[src/rtl/word_serializer.sv]
// Parallel-to-serial framer: sends a WIDTH-bit word LSB byte first to a UART
// transmitter, then an XOR checksum byte, with a ready/taken handshake per byte.
module word_serializer #(
  parameter int WIDTH  = 368,
  parameter int NBYTES = WIDTH / 8
) (
  input  logic             clk,
  input  logic             rst_n,
  input  logic             ld,
  input  logic [WIDTH-1:0] x,
  input  logic             tx_ready,
  output logic             tx_new_byte,
  output logic [7:0]       tx_byte,
  output logic             busy,
  output logic             dn
);

  localparam int CW = $clog2(NBYTES + 1);

  typedef enum logic [1:0] {IDLE, SEND, DRAIN, DONE} state_t;

  state_t           state;
  logic [WIDTH-1:0] shreg;
  logic [CW-1:0]    cnt;
  logic [7:0]       csum;
  logic             taken;
  logic             csum_sent;

  always_ff @(posedge clk or negedge rst_n) begin
    if (!rst_n) begin
      state       <= IDLE;
      shreg       <= '0;
      cnt         <= '0;
      csum        <= 8'h00;
      taken       <= 1'b0;
      csum_sent   <= 1'b0;
      tx_new_byte <= 1'b0;
      tx_byte     <= 8'h00;
      busy        <= 1'b0;
      dn          <= 1'b0;
    end else begin
      tx_new_byte <= 1'b0;
      dn          <= 1'b0;
      case (state)
        IDLE: begin
          if (ld) begin
            shreg     <= x;
            cnt       <= '0;
            csum      <= 8'h00;
            csum_sent <= 1'b0;
            busy      <= 1'b1;
            state     <= SEND;
          end
        end
        SEND: begin
          if (tx_ready) begin
            // Once every data byte has gone out, the next byte is the checksum.
            if (cnt == CW'(NBYTES)) begin
              tx_byte   <= csum;
              csum_sent <= 1'b1;
            end else begin
              tx_byte <= shreg[7:0];
              csum    <= csum ^ shreg[7:0];
              shreg   <= shreg >> 8;
              cnt     <= cnt + CW'(1);
            end
            tx_new_byte <= 1'b1;
            taken       <= 1'b0;
            state       <= DRAIN;
          end
        end
        DRAIN: begin
          if (!tx_ready) begin
            taken <= 1'b1;
          end else if (taken) begin
            if (csum_sent) begin
              dn    <= 1'b1;
              busy  <= 1'b0;
              state <= DONE;
            end else begin
              state <= SEND;
            end
          end
        end
        DONE: begin
          state <= IDLE;
        end
        default: state <= IDLE;
      endcase
    end
  end

endmodule

[config.mk]
export PLATFORM = sky130hd
export DESIGN_NAME = word_serializer
export DESIGN_NICKNAME = d
export VERILOG_FILES = /design/src/rtl/word_serializer.sv
export SDC_FILE = /design/constraint.sdc
export NUM_CORES = 1
export LEC_CHECK = 0
export CORE_MARGIN = 2
export CORE_UTILIZATION = 40
export DETAILED_ROUTE_END_ITERATION = 10
export PLACE_DENSITY = 0.63
export SYNTH_ARGS = -nofsm -noshare
export SYNTH_HDL_FRONTEND = slang
export SYNTH_SLANG_ARGS = --single-unit
[constraint.sdc]
create_clock -name clk -period 3.3 [get_ports clk]
set_clock_uncertainty 0.1 [all_clocks]
set_input_delay 0.66 -clock clk [delete_from_list [all_inputs] [get_ports clk]]
set_output_delay 0.66 -clock clk [all_outputs]
set_load 0.01 [all_outputs]
==> summary.txt, run 1 <==
Clocking
  – Cts bufs inserted: 44
  – TritonCTS sink count: 397
  – Clock latency on the worst-skew pair: 0.57 ns
  – CTS tree: done
  – Post_cts resized: 0
  – CTS Hold Bufs: 0
  – Worst-path clk slew: 0.06 ns
  – Setup bufs post-CTS: 0
  – H-Tree Depth: 2
  – Max Root-Sink Buffers: 3
  – Root buf cell: clkbuf_16

Layout
  – Commonest non-fill, non-tap cells in the layout: 397 x dfrtp_1, 381 x clkdlybuf4s50_1, 371 x a21oi_1, 362 x o22ai_1, 362 x nor2_1
  – Commonest non-fill, non-tap cell in the layout: dfrtp_1
  – Nets: 2449
  – Area delta synth->final: 34.4%
  – Ratio of cells with drive above 1 in the final layout: 5.51%
  – Cell area after layout: 22700 µm²

STA
  – Slew Limit Fails: 0
  – Final Hold Viols: 0
  – Max_slew headroom: 34.5%
  – Total Neg Setup Slack: 0 ns
  – RSZ-0062 raised after global routing: no
  – Maximum clock frequency: 399 MHz
  – Tmin final: 2.51 ns
  – Fin crit share: 76.0%
  – Hold_ws: 0.00235 ns
  – # setup viols final: 0
  – Least-Margin Pin Slew: 0.983 ns

Power and ir drop
  – P_leak: 0.00879 µW
  – Pwr Density: 950 nW/µm²
  – Max VDD drop: 0.000626 V
  – Switch share: 37.5%
  – Switch Pwr: 8090 µW
  – Pwr Total: 21600 µW
  – Power Internal: 13500 µW
  – Logic pwr share: 38.1%
  – Clock Power Share: 22.5%
  – Reg power frac: 39.3%

Setup path
  – FF-to-FF setup slack: 0.79 ns
  – CP Launch Type: flip-flop
  – Slowest stage delay, CP: 0.70 ns
  – WS Path Type: reg -> reg
  – Worst r2r path cells: 6
  – CP Data Required Time: 3.70 ns
  – Worst R2R Start: cnt[0]
  – CP top delay family: compound AO/OA/AOI/OAI gates
  – Slowest CP cell: o21ai_1
  – Worst-path cell chain: inv_1, ha_1, and3b_1, nand2_1, o21ai_1, a22o_1
  – Critical path arrival: 2.91 ns
  – Crit path buffers/inverters: 1
  – CP Max Fanout: 12
  – Critical Path Sink Type: flip-flop
  – Capturing point of the worst reg2reg path: shreg[362]

Floorplanning
  – Die X: 210 µm
  – Die area: 43900 µm²
  – Die Height: 210 µm
  – Initial core utilization: 40.4%
  – Core footprint: 41900 µm²
  – Num rows: 75
  – IO Pins: 383

Global route
  – Grt ovf: 0
  – GRT Util Overall: 22.4%
  – Vias in the first global route: 14800
  – Largest net degree at the start of global routing: 193
  – Initial antenna violation count: 11
  – First-pass GRT wire length: 79.4 mm

Routing
  – Initial DRC Count: 1492
  – WL per Instance: 19.1 µm
  – DR vias: 14900
  – Routed WL: 50.7 mm
  – Number of routed nets with antenna violations: 0
  – DRC viols: 0
  – Router iterations before antenna repair: 5
  – DR vias/cell: 5.61

Logic synthesis
  – Synth unique cells: 35
  – Post-Syn Nets: 2143
  – YS warnings: 0
  – Post-Synthesis Cells: 1769
  – Mapped Area: 16900 µm²
  – Post-synthesis sequential area ratio: 58.7%
  – FF+latch count, synth: 397
  – Synth Area per Inst: 9.56 µm²

Place
  – Area after DPL: 21300 µm²
  – Final HPWL DP: 32.6 mm
  – PortBufs: 382
  – Routability-driven placement congestion ratio: 0.802

Worst hold path
  – Hold Crit Class: in -> async

Flow run
  – Max_cap viols: 0

Status
  – Status: finished clean
area by class of cell:
type	count	area [µm²]
clock buffers	69	1340
repair buffers	430	4460
multi-input cells	1195	6190
clock inverters	6	91.3
flip-flops and latches	397	9930
well taps	539	674
fillers	3750	19100
diodes	6	15.0
inverters	7	26.3
cell usage after synthesis:
master | instances | area, µm²
a31oi_1 | 1 | 6.26
and3b_1 | 1 | 8.76
nand2b_1 | 1 | 6.26
buf_4 | 9 | 67.6
a22o_1 | 9 | 78.8
mux2i_1 | 9 | 90.1
a21oi_1 | 371 | 1860
inv_1 | 7 | 26.3
o21ai_1 | 3 | 15.0
o22ai_1 | 362 | 2260
buf_2 | 100 | 500
o21ai_2 | 1 | 8.76
or3_1 | 1 | 6.26
nor2b_1 | 3 | 18.8
nand3b_1 | 2 | 15.0
nand4_1 | 1 | 6.26
buf_1 | 5 | 18.8
nor2_1 | 363 | 1360
nand3_1 | 2 | 10.0
o21a_1 | 1 | 7.51
o21bai_1 | 1 | 7.51
or2_2 | 1 | 6.26
and2_1 | 1 | 6.26
a311oi_2 | 1 | 15.0
o21ai_0 | 15 | 75.1
dfrtp_1 | 397 | 9930
nor3_1 | 1 | 5.00
clkbuf_1 | 56 | 210
a211o_1 | 9 | 78.8
o31ai_1 | 1 | 7.51
nor4b_1 | 8 | 70.1
and3_1 | 1 | 6.26
ha_1 | 2 | 25.0
nand2_1 | 22 | 82.6
nor3b_1 | 1 | 7.51
state kept, by name, indices dropped and copies added (netlist names):
signal / cells
cnt: 6
shreg: 368
dn: 1
state: 2
taken: 1
busy: 1
csum: 8
tx_new_byte: 1
tx_byte: 8
csum_sent: 1
how the worst max path moves through the flow:
stage,startpoint,endpoint,cells past startpoint
after global routing,cnt[0],shreg[362],6
after CTS,cnt[0],shreg[362],6
after global placement,tx_ready,shreg[65],7
after detailed placement,tx_ready,shreg[47],7
final,cnt[0],shreg[362],6
after floorplan,cnt[0],shreg[312],9
cells by family after synthesis:
logic type | after synthesis | synth area share (%)
buffers and inverters | 177 | 4.87
flip-flops | 397 | 58.7
AND/OR/NAND/NOR | 409 | 9.57
adder cells (fa/ha/maj) | 2 | 0.148
multiplexers | 9 | 0.533
AO/OA/AOI/OAI | 775 | 26.1
through the flow:
step / instances / worst slack [ns] / utilization [%]
after floorplan: 1769 / 1.41 / -
after detailed placement: 2568 / 0.468 / 50.9
final: 2649 / 0.791 / 54.3
after CTS: 2643 / 0.795 / 54.3
after global placement: 2568 / 0.543 / 50.9
after global routing: 2647 / 0.593 / 54.3
power groups by stage:
stage | clock network [µW] | registers, µW | logic (µW)
final | 4870 | 8490 | 8230
after floorplan | 0 | 8140 | 6030
after CTS | 4990 | 8490 | 8260
after global placement | 0 | 8490 | 8030
after detailed placement | 0 | 8550 | 8230
after global routing | 5170 | 8760 | 9160
layer usage:
| layer | share of wire, % | track usage, % | routed length [µm] |
|---|---|---|---|
| met1 | 44 | 30.5 | 22300 |
| met2 | 47 | 35.5 | 24000 |
| met3 | 6.2 | 5.15 | 3130 |
| met4 | 2.3 | 7.63 | 1190 |
| met5 | 0.14 | 0 | 71 |
(Power assumes the default switching activity.)
==> inputs of run 2 (changes only) <==
--- a/config.mk
+++ b/config.mk
@@ -8,7 +8,7 @@
 export CORE_MARGIN = 2
 export CORE_UTILIZATION = 40
 export DETAILED_ROUTE_END_ITERATION = 10
-export PLACE_DENSITY = 0.63
+export PLACE_DENSITY = 0.65
 export SYNTH_ARGS = -nofsm -noshare
 export SYNTH_HDL_FRONTEND = slang
 export SYNTH_SLANG_ARGS = --single-unit
==> constraint.sdc (replaced) <==
create_clock -name clk -period 2.13 [get_ports clk]
set_clock_uncertainty 0.1 [all_clocks]
set_input_delay 0.426 -clock clk [delete_from_list [all_inputs] [get_ports clk]]
set_output_delay 0.426 -clock clk [all_outputs]
set_load 0.01 [all_outputs]
==> run 2 against run 1 <==
  * Sequential share of layout area is 2.1 points lower
  * Clock-buffer cell count is 4 lower
  * Sequential cell count stayed put
  * Die area stayed put
  * Critical path depth is 5 lower
  * Combinational power is 79% higher
  * Global-route usage is 0.60 points higher
  * Total power is 66% higher
  * Final area is 5.1% higher
  * Sequential power is 55% higher
  * Worst hold slack better by 0.26 ns
==> summary.txt, run 2 (synthesized netlist as in run 1, its figures left out) <==
Status
  – Status: finished clean

STA
  – Fin crit share: 97.2%
  – Least-Margin Pin Slew: 0.688 ns (-0.295 ns)
  – Hold_ws: 0.261 ns (+0.259 ns)
  – Max_slew headroom: 53.8% (+19 points)
  – Final Hold Viols: 0 (unchanged)
  – Slew Limit Fails: 0 (unchanged)
  – Maximum clock frequency: 483 MHz
  – Tmin final: 2.07 ns
  – # setup viols final: 0 (unchanged)

Setup path
  – CP top delay family: buffers and inverters
  – CP Max Fanout: 2 (-10)
  – Worst r2r path cells: 8 (+2)
  – Slowest stage delay, CP: 0.62 ns (-0.08 ns)
  – Critical Path Sink Type: output port
  – CP Launch Type: flip-flop
  – CP Data Required Time: 1.60 ns (-2.10 ns)
  – FF-to-FF setup slack: 0.08 ns (-0.71 ns)
  – Critical path arrival: 1.54 ns (-1.37 ns)
  – Crit path buffers/inverters: 1 (unchanged)
  – Capturing point of the worst reg2reg path: shreg[18]
  – Worst R2R Start: cnt[1]
  – Worst-path cell chain: clkdlybuf4s50_1
  – Slowest CP cell: clkdlybuf4s50_1
  – WS Path Type: reg -> out

Layout
  – Largest registers: shreg x368, csum x8, tx_byte x8
  – Area delta synth->final: 41.3%
  – Nets: 2522 (+3.0%)
  – Commonest non-fill, non-tap cells in the layout: 397 x dfrtp_1, 377 x clkdlybuf4s50_1, 370 x a21oi_1, 362 x o22ai_1, 362 x nor2_1
  – FF+latch area: 9930 µm² (unchanged)
  – Commonest non-fill, non-tap cell in the layout: dfrtp_1
  – Final Non-Filler Cells: 2727 (+2.9%)
  – Layout Utilization: 57.1% (+2.8 points)
  – Fillers: 3622 (-3.4%)
  – Ratio of cells with drive above 1 in the final layout: 9.34% (+3.8 points)
  – Biggest register: shreg
  – Multi-input gate area: 6210 µm² (+0.28%)
  – Largest register FFs: 368 (unchanged)

Clocking
  – Worst-path clk slew: 0.05 ns (about the same)
  – CTS tree: done
  – Clock latency on the worst-skew pair: 0.57 ns (about the same)
  – Cts bufs inserted: 45 (+2.3%)
  – TritonCTS sink count: 397 (unchanged)
  – Max Root-Sink Buffers: 3 (unchanged)
  – H-Tree Depth: 2 (unchanged)
  – Root buf cell: clkbuf_16

Floorplanning
  – Core footprint: 41900 µm² (unchanged)
  – Initial core utilization: 40.4% (unchanged)
  – Die Height: 210 µm (unchanged)
  – Die area: 43900 µm² (unchanged)
  – IO Pins: 383 (unchanged)
  – Num rows: 75 (unchanged)
  – Die X: 210 µm (unchanged)

Worst hold path
  – Hold Crit Class: in -> async

Global route
  – Largest net degree at the start of global routing: 86 (-55%)
  – Vias in the first global route: 15500 (+4.3%)
  – First-pass GRT wire length: 82.1 mm (+3.4%)
  – Grt ovf: 0 (unchanged)
  – GRT Util Overall: 23.0% (+0.60 points)
  – Initial antenna violation count: 3 (-8)

Routing
  – DR vias/cell: 5.62 (+0.13%)
  – DRC viols: 0 (unchanged)
  – WL per Instance: 19.3 µm (+0.97%)
  – DR vias: 15300 (+3.1%)
  – Router iterations before antenna repair: 6 (+1)
  – Routed WL: 52.7 mm (+3.9%)
  – Number of routed nets with antenna violations: 0 (unchanged)
  – Initial DRC Count: 1177 (-21%)

Place
  – Routability-driven placement congestion ratio: 0.829 (+3.4%)
  – Final HPWL DP: 35.3 mm (+8.3%)
  – PortBufs: 382 (unchanged)
  – Placed cell count: 2625 (+2.2%)

Power and ir drop
  – Max VDD drop: 0.000671 V (+7.2%)
  – Clock Power Share: 22.3% (-0.2 points)
  – Pwr Density: 1500 nW/µm² (+58%)
  – Reg power frac: 36.6% (-2.7 points)
  – P_leak: 0.00940 µW (+7.0%)
  – Switch share: 36.9% (-0.55 points)
  – Switch Pwr: 13300 µW (+64%)
  – Power Internal: 22700 µW (+68%)
  – Logic pwr share: 41.0% (+2.9 points)

Flow run
  – Max_cap viols: 0 (unchanged)
## run 2: timing repair
action / in CTS / in global routing
setup buffers: 0 / 8
resized for setup: 3 / 13
gates cloned: 0 / 6
hold buffers: 1 / 0
hold endpoints to repair: 33 / 0
pin swaps: 0 / 2
endpoints found under the setup margin: 3 / 113
## run 2: area by class of cell
cell class              instances  area share [%]
multi-input cells            1195            26.0
clock inverters                18           0.953
repair buffers                502            23.0
clock buffers                  65            5.53
diodes                          4          0.0419
inverters                       7           0.110
well taps                     539            2.82
flip-flops and latches        397            41.6
## run 2: worst register-to-register path: cells and delay by family (launching register included)
family | cells | cell delay (ns)
flops | 1 | 0.41
buf+inv | 3 | 0.51
simple gates | 2 | 0.28
compound gates | 2 | 0.52
fa+ha+maj | 1 | 0.17
## run 2: power by group through the flow
stage	Combinational, µW	Sequential (µW)	Clock (µW)
5_1_grt	16300	13600	8510
2_1_floorplan	9340	12600	0
6_report	14700	13200	8030
3_5_place_dp	14200	13200	0
3_3_place_gp	13800	13100	0
4_1_cts	14300	13100	8200
## run 2: per-stage QoR
stage | total power (µW) | TNS [ns] | instance area, µm² | setup slack [ns]
finish | 35900 | 0 | 23900 | 0.0590
global route | 38400 | -0.0173 | 23900 | -0.00595
CTS | 35600 | 0 | 23600 | 0.0127
detailed placement | 27400 | -42.60 | 22100 | -0.178
global placement | 27000 | -26.17 | 22100 | -0.114
floorplan | 21900 | 0 | 16900 | 0.238
## run 2: how the worst max path moves through the flow
| stage | startpoint | to | cells past startpoint |
|---|---|---|---|
| final | tx_byte[3] | tx_byte[3] | 1 |
| after global routing | cnt[1] | shreg[97] | 8 |
| after CTS | tx_byte[6] | tx_byte[6] | 1 |
| after detailed placement | ld | shreg[42] | 7 |
| after global placement | tx_ready | shreg[90] | 7 |
| after floorplan | cnt[0] | shreg[312] | 9 |
## run 2: routing by layer
layer / vias up / track usage (%) / share of wire [%]
met5: - / 0 / 0
met4: 0 / 6.92 / 2.5
met3: 78 / 5.36 / 6.8
met2: 447 / 37.5 / 48
met1: 7564 / 30.8 / 43
li1: 7225 / - / -
==> inputs of run 3 (changes only) <==
--- a/config.mk
+++ b/config.mk
@@ -8,6 +8,7 @@
 export CORE_MARGIN = 2
 export CORE_UTILIZATION = 40
 export DETAILED_ROUTE_END_ITERATION = 10
+export MAX_ROUTING_LAYER = met4
 export PLACE_DENSITY = 0.65
 export SYNTH_ARGS = -nofsm -noshare
 export SYNTH_HDL_FRONTEND = slang
==> run 3 against run 2 <==
  * Utilization unchanged
  * Global-route usage increased by 0.72 points
  * Critical path depth unchanged
  * Routed wire length increased by 0.40%
  * Sequential cell count unchanged
  * Highest routed layer unchanged
  * Critical path type unchanged
  * Combinational power about the same
  * First-iteration DRC count decreased by 2.5%
==> summary.txt, run 3 (synthesized netlist as in run 1, its figures left out) <==
Status
  – Status: finished clean

Routing
  – DR vias: 15400 (+0.53%)
  – Met3 wire length: 3.49 mm (-2.7%)
  – Met2 wire len: 25.2 mm (about the same)
  – Initial DRC Count: 1147 (-2.5%)
  – WL per Instance: 19.4 µm (+0.40%)
  – Routed WL: 52.9 mm (+0.40%)
  – Router iterations before antenna repair: 5 (-1)
  – Met1 WL: 22.9 mm (+1.2%)
  – Max Used Layer: met4
  – DR vias/cell: 5.65 (+0.53%)
  – DRC viols: 0 (unchanged)
  – Number of routed nets with antenna violations: 0 (unchanged)

Layout
  – Layout Utilization: 57.1% (unchanged)
  – Commonest non-fill, non-tap cell in the layout: dfrtp_1
  – Ratio of cells with drive above 1 in the final layout: 9.34% (unchanged)
  – Largest register FFs: 368 (unchanged)
  – Fillers: 3622 (unchanged)
  – Nets: 2522 (unchanged)
  – Area delta synth->final: 41.3% (unchanged)
  – Commonest non-fill, non-tap cells in the layout: 397 x dfrtp_1, 377 x clkdlybuf4s50_1, 370 x a21oi_1, 362 x o22ai_1, 362 x nor2_1
  – Multi-input gate area: 6210 µm² (unchanged)
  – Largest registers: shreg x368, csum x8, tx_byte x8
  – Final Non-Filler Cells: 2727 (unchanged)
  – FF+latch area: 9930 µm² (unchanged)
  – Cell area after layout: 23900 µm² (unchanged)
  – Biggest register: shreg

Place
  – Placed cell count: 2625 (unchanged)
  – Routability-driven placement congestion ratio: 0.842 (+1.5%)
  – PortBufs: 382 (unchanged)
  – Final HPWL DP: 35.3 mm (unchanged)
  – Dpl ws: -0.178 ns (unchanged)
  – Area after DPL: 22100 µm² (unchanged)

STA
  – Fin crit share: 97.2% (about the same)
  – Final Hold Viols: 0 (unchanged)
  – Slew Limit Fails: 0 (unchanged)
  – Final setup margin: 0.0593 ns (+0.000243 ns)
  – # setup viols final: 0 (unchanged)
  – Maximum clock frequency: 483 MHz (about the same)
  – Least-Margin Pin Slew: 0.717 ns (+0.0283 ns)
  – Max_slew headroom: 51.9% (-1.9 points)
  – Tmin final: 2.07 ns (-0.000243 ns)

Setup path
  – Crit path buffers/inverters: 1 (unchanged)
  – Critical path arrival: 1.54 ns (about the same)
  – CP Data Required Time: 1.60 ns (about the same)
  – Slowest stage delay, CP: 0.62 ns (about the same)
  – CP Launch Type: flip-flop
  – WS Path Type: reg -> out
  – Slowest CP cell: clkdlybuf4s50_1
  – CP Max Fanout: 2 (unchanged)
  – Critical Path Sink Type: output port
  – CP top delay family: buffers and inverters
  – Worst-path cell chain: clkdlybuf4s50_1

Global route
  – GRT Util Overall: 23.7% (+0.72 points)
  – Vias in the first global route: 15500 (+0.17%)
  – Grt ovf: 0 (unchanged)
  – Initial antenna violation count: 3 (unchanged)
  – First-pass GRT wire length: 82.1 mm (about the same)
  – Largest net degree at the start of global routing: 86 (unchanged)

Clocking
  – Cts bufs inserted: 45 (unchanged)
  – CTS tree: done
  – Clock latency on the worst-skew pair: 0.57 ns (about the same)
  – Worst-path clk slew: 0.05 ns (about the same)
  – Max Root-Sink Buffers: 3 (unchanged)
  – TritonCTS sink count: 397 (unchanged)
  – H-Tree Depth: 2 (unchanged)
  – Root buf cell: clkbuf_16

Power and ir drop
  – Max VDD drop: 0.000670 V (-0.17%)
  – P_leak: 0.00940 µW (unchanged)
  – Switch Pwr: 13300 µW (+0.22%)
  – Pwr Density: 1510 nW/µm² (about the same)
  – Clock Power Share: 22.3% (about the same)
  – Logic pwr share: 41.0% (about the same)
  – Reg power frac: 36.6% (about the same)
  – Power Internal: 22700 µW (about the same)
  – Switch share: 37.0% (+0.050 points)

Floorplanning
  – Die X: 210 µm (unchanged)
  – Die Height: 210 µm (unchanged)
  – IO Pins: 383 (unchanged)
  – Initial core utilization: 40.4% (unchanged)
  – Core footprint: 41900 µm² (unchanged)
  – Die area: 43900 µm² (unchanged)
  – Num rows: 75 (unchanged)

Flow run
  – Max_cap viols: 0 (unchanged)

Worst hold path
  – Hold Crit Class: in -> async
-- run 3: what timing repair did --
| item | in CTS | in global routing |
|---|---|---|
| gates cloned | 0 | 6 |
| resized for setup | 3 | 13 |
| hold buffers | 1 | 0 |
| setup endpoints to repair | 3 | 113 |
| endpoints found under the hold margin | 33 | 0 |
| setup buffers | 0 | 8 |
| pin swaps | 0 | 2 |
-- run 3: area by class of cell --
| class | instances | area share (%) |
|---|---|---|
| Antenna cell | 4 | 0.0419 |
| Clock buffer | 65 | 5.53 |
| Clock inverter | 18 | 0.953 |
| Inverter | 7 | 0.110 |
| Multi-Input combinational cell | 1195 | 26.0 |
| Sequential cell | 397 | 41.6 |
| Tap cell | 539 | 2.82 |
| Timing Repair Buffer | 502 | 23.0 |
-- run 3: metal layers --
layer	up-vias	track usage [%]
met4	0	6.92
met5	-	-
li1	7219	-
met1	7616	30.9
met3	84	5.10
met2	476	37.6
-- run 3: metrics by stage --
step	total power, µW	hold slack (ns)	TNS (ns)
final	36000	0.259	0
after global routing	38400	0.272	-0.0173
after CTS	35600	0.252	0
after detailed placement	27400	0.272	-42.60
after global placement	27000	0.264	-26.17
after floorplan	21900	0.0304	0
-- run 3: final timing paths --
check,startpoint,endpoint,slack [ns],cells past startpoint
min in group clk,x[360],shreg[360],0.37,2
max,tx_byte[3],tx_byte[3],0.06,1
min reg2reg,tx_byte[0],tx_byte[0],0.37,2
max reg2reg,cnt[1],shreg[97],0.07,8
max in group asynchronous,rst_n,tx_new_byte,0.93,3
min,rst_n,shreg[342],0.26,2
-- run 3: power by group through the flow --
stage                     Combinational (µW)  Sequential (µW)  Clock (µW)
after floorplan                         9340            12600           0
after global placement                 13800            13100           0
after detailed placement               14200            13200           0
after CTS                              14300            13100        8200
after global routing                   16300            13600        8510
final                                  14800            13200        8040
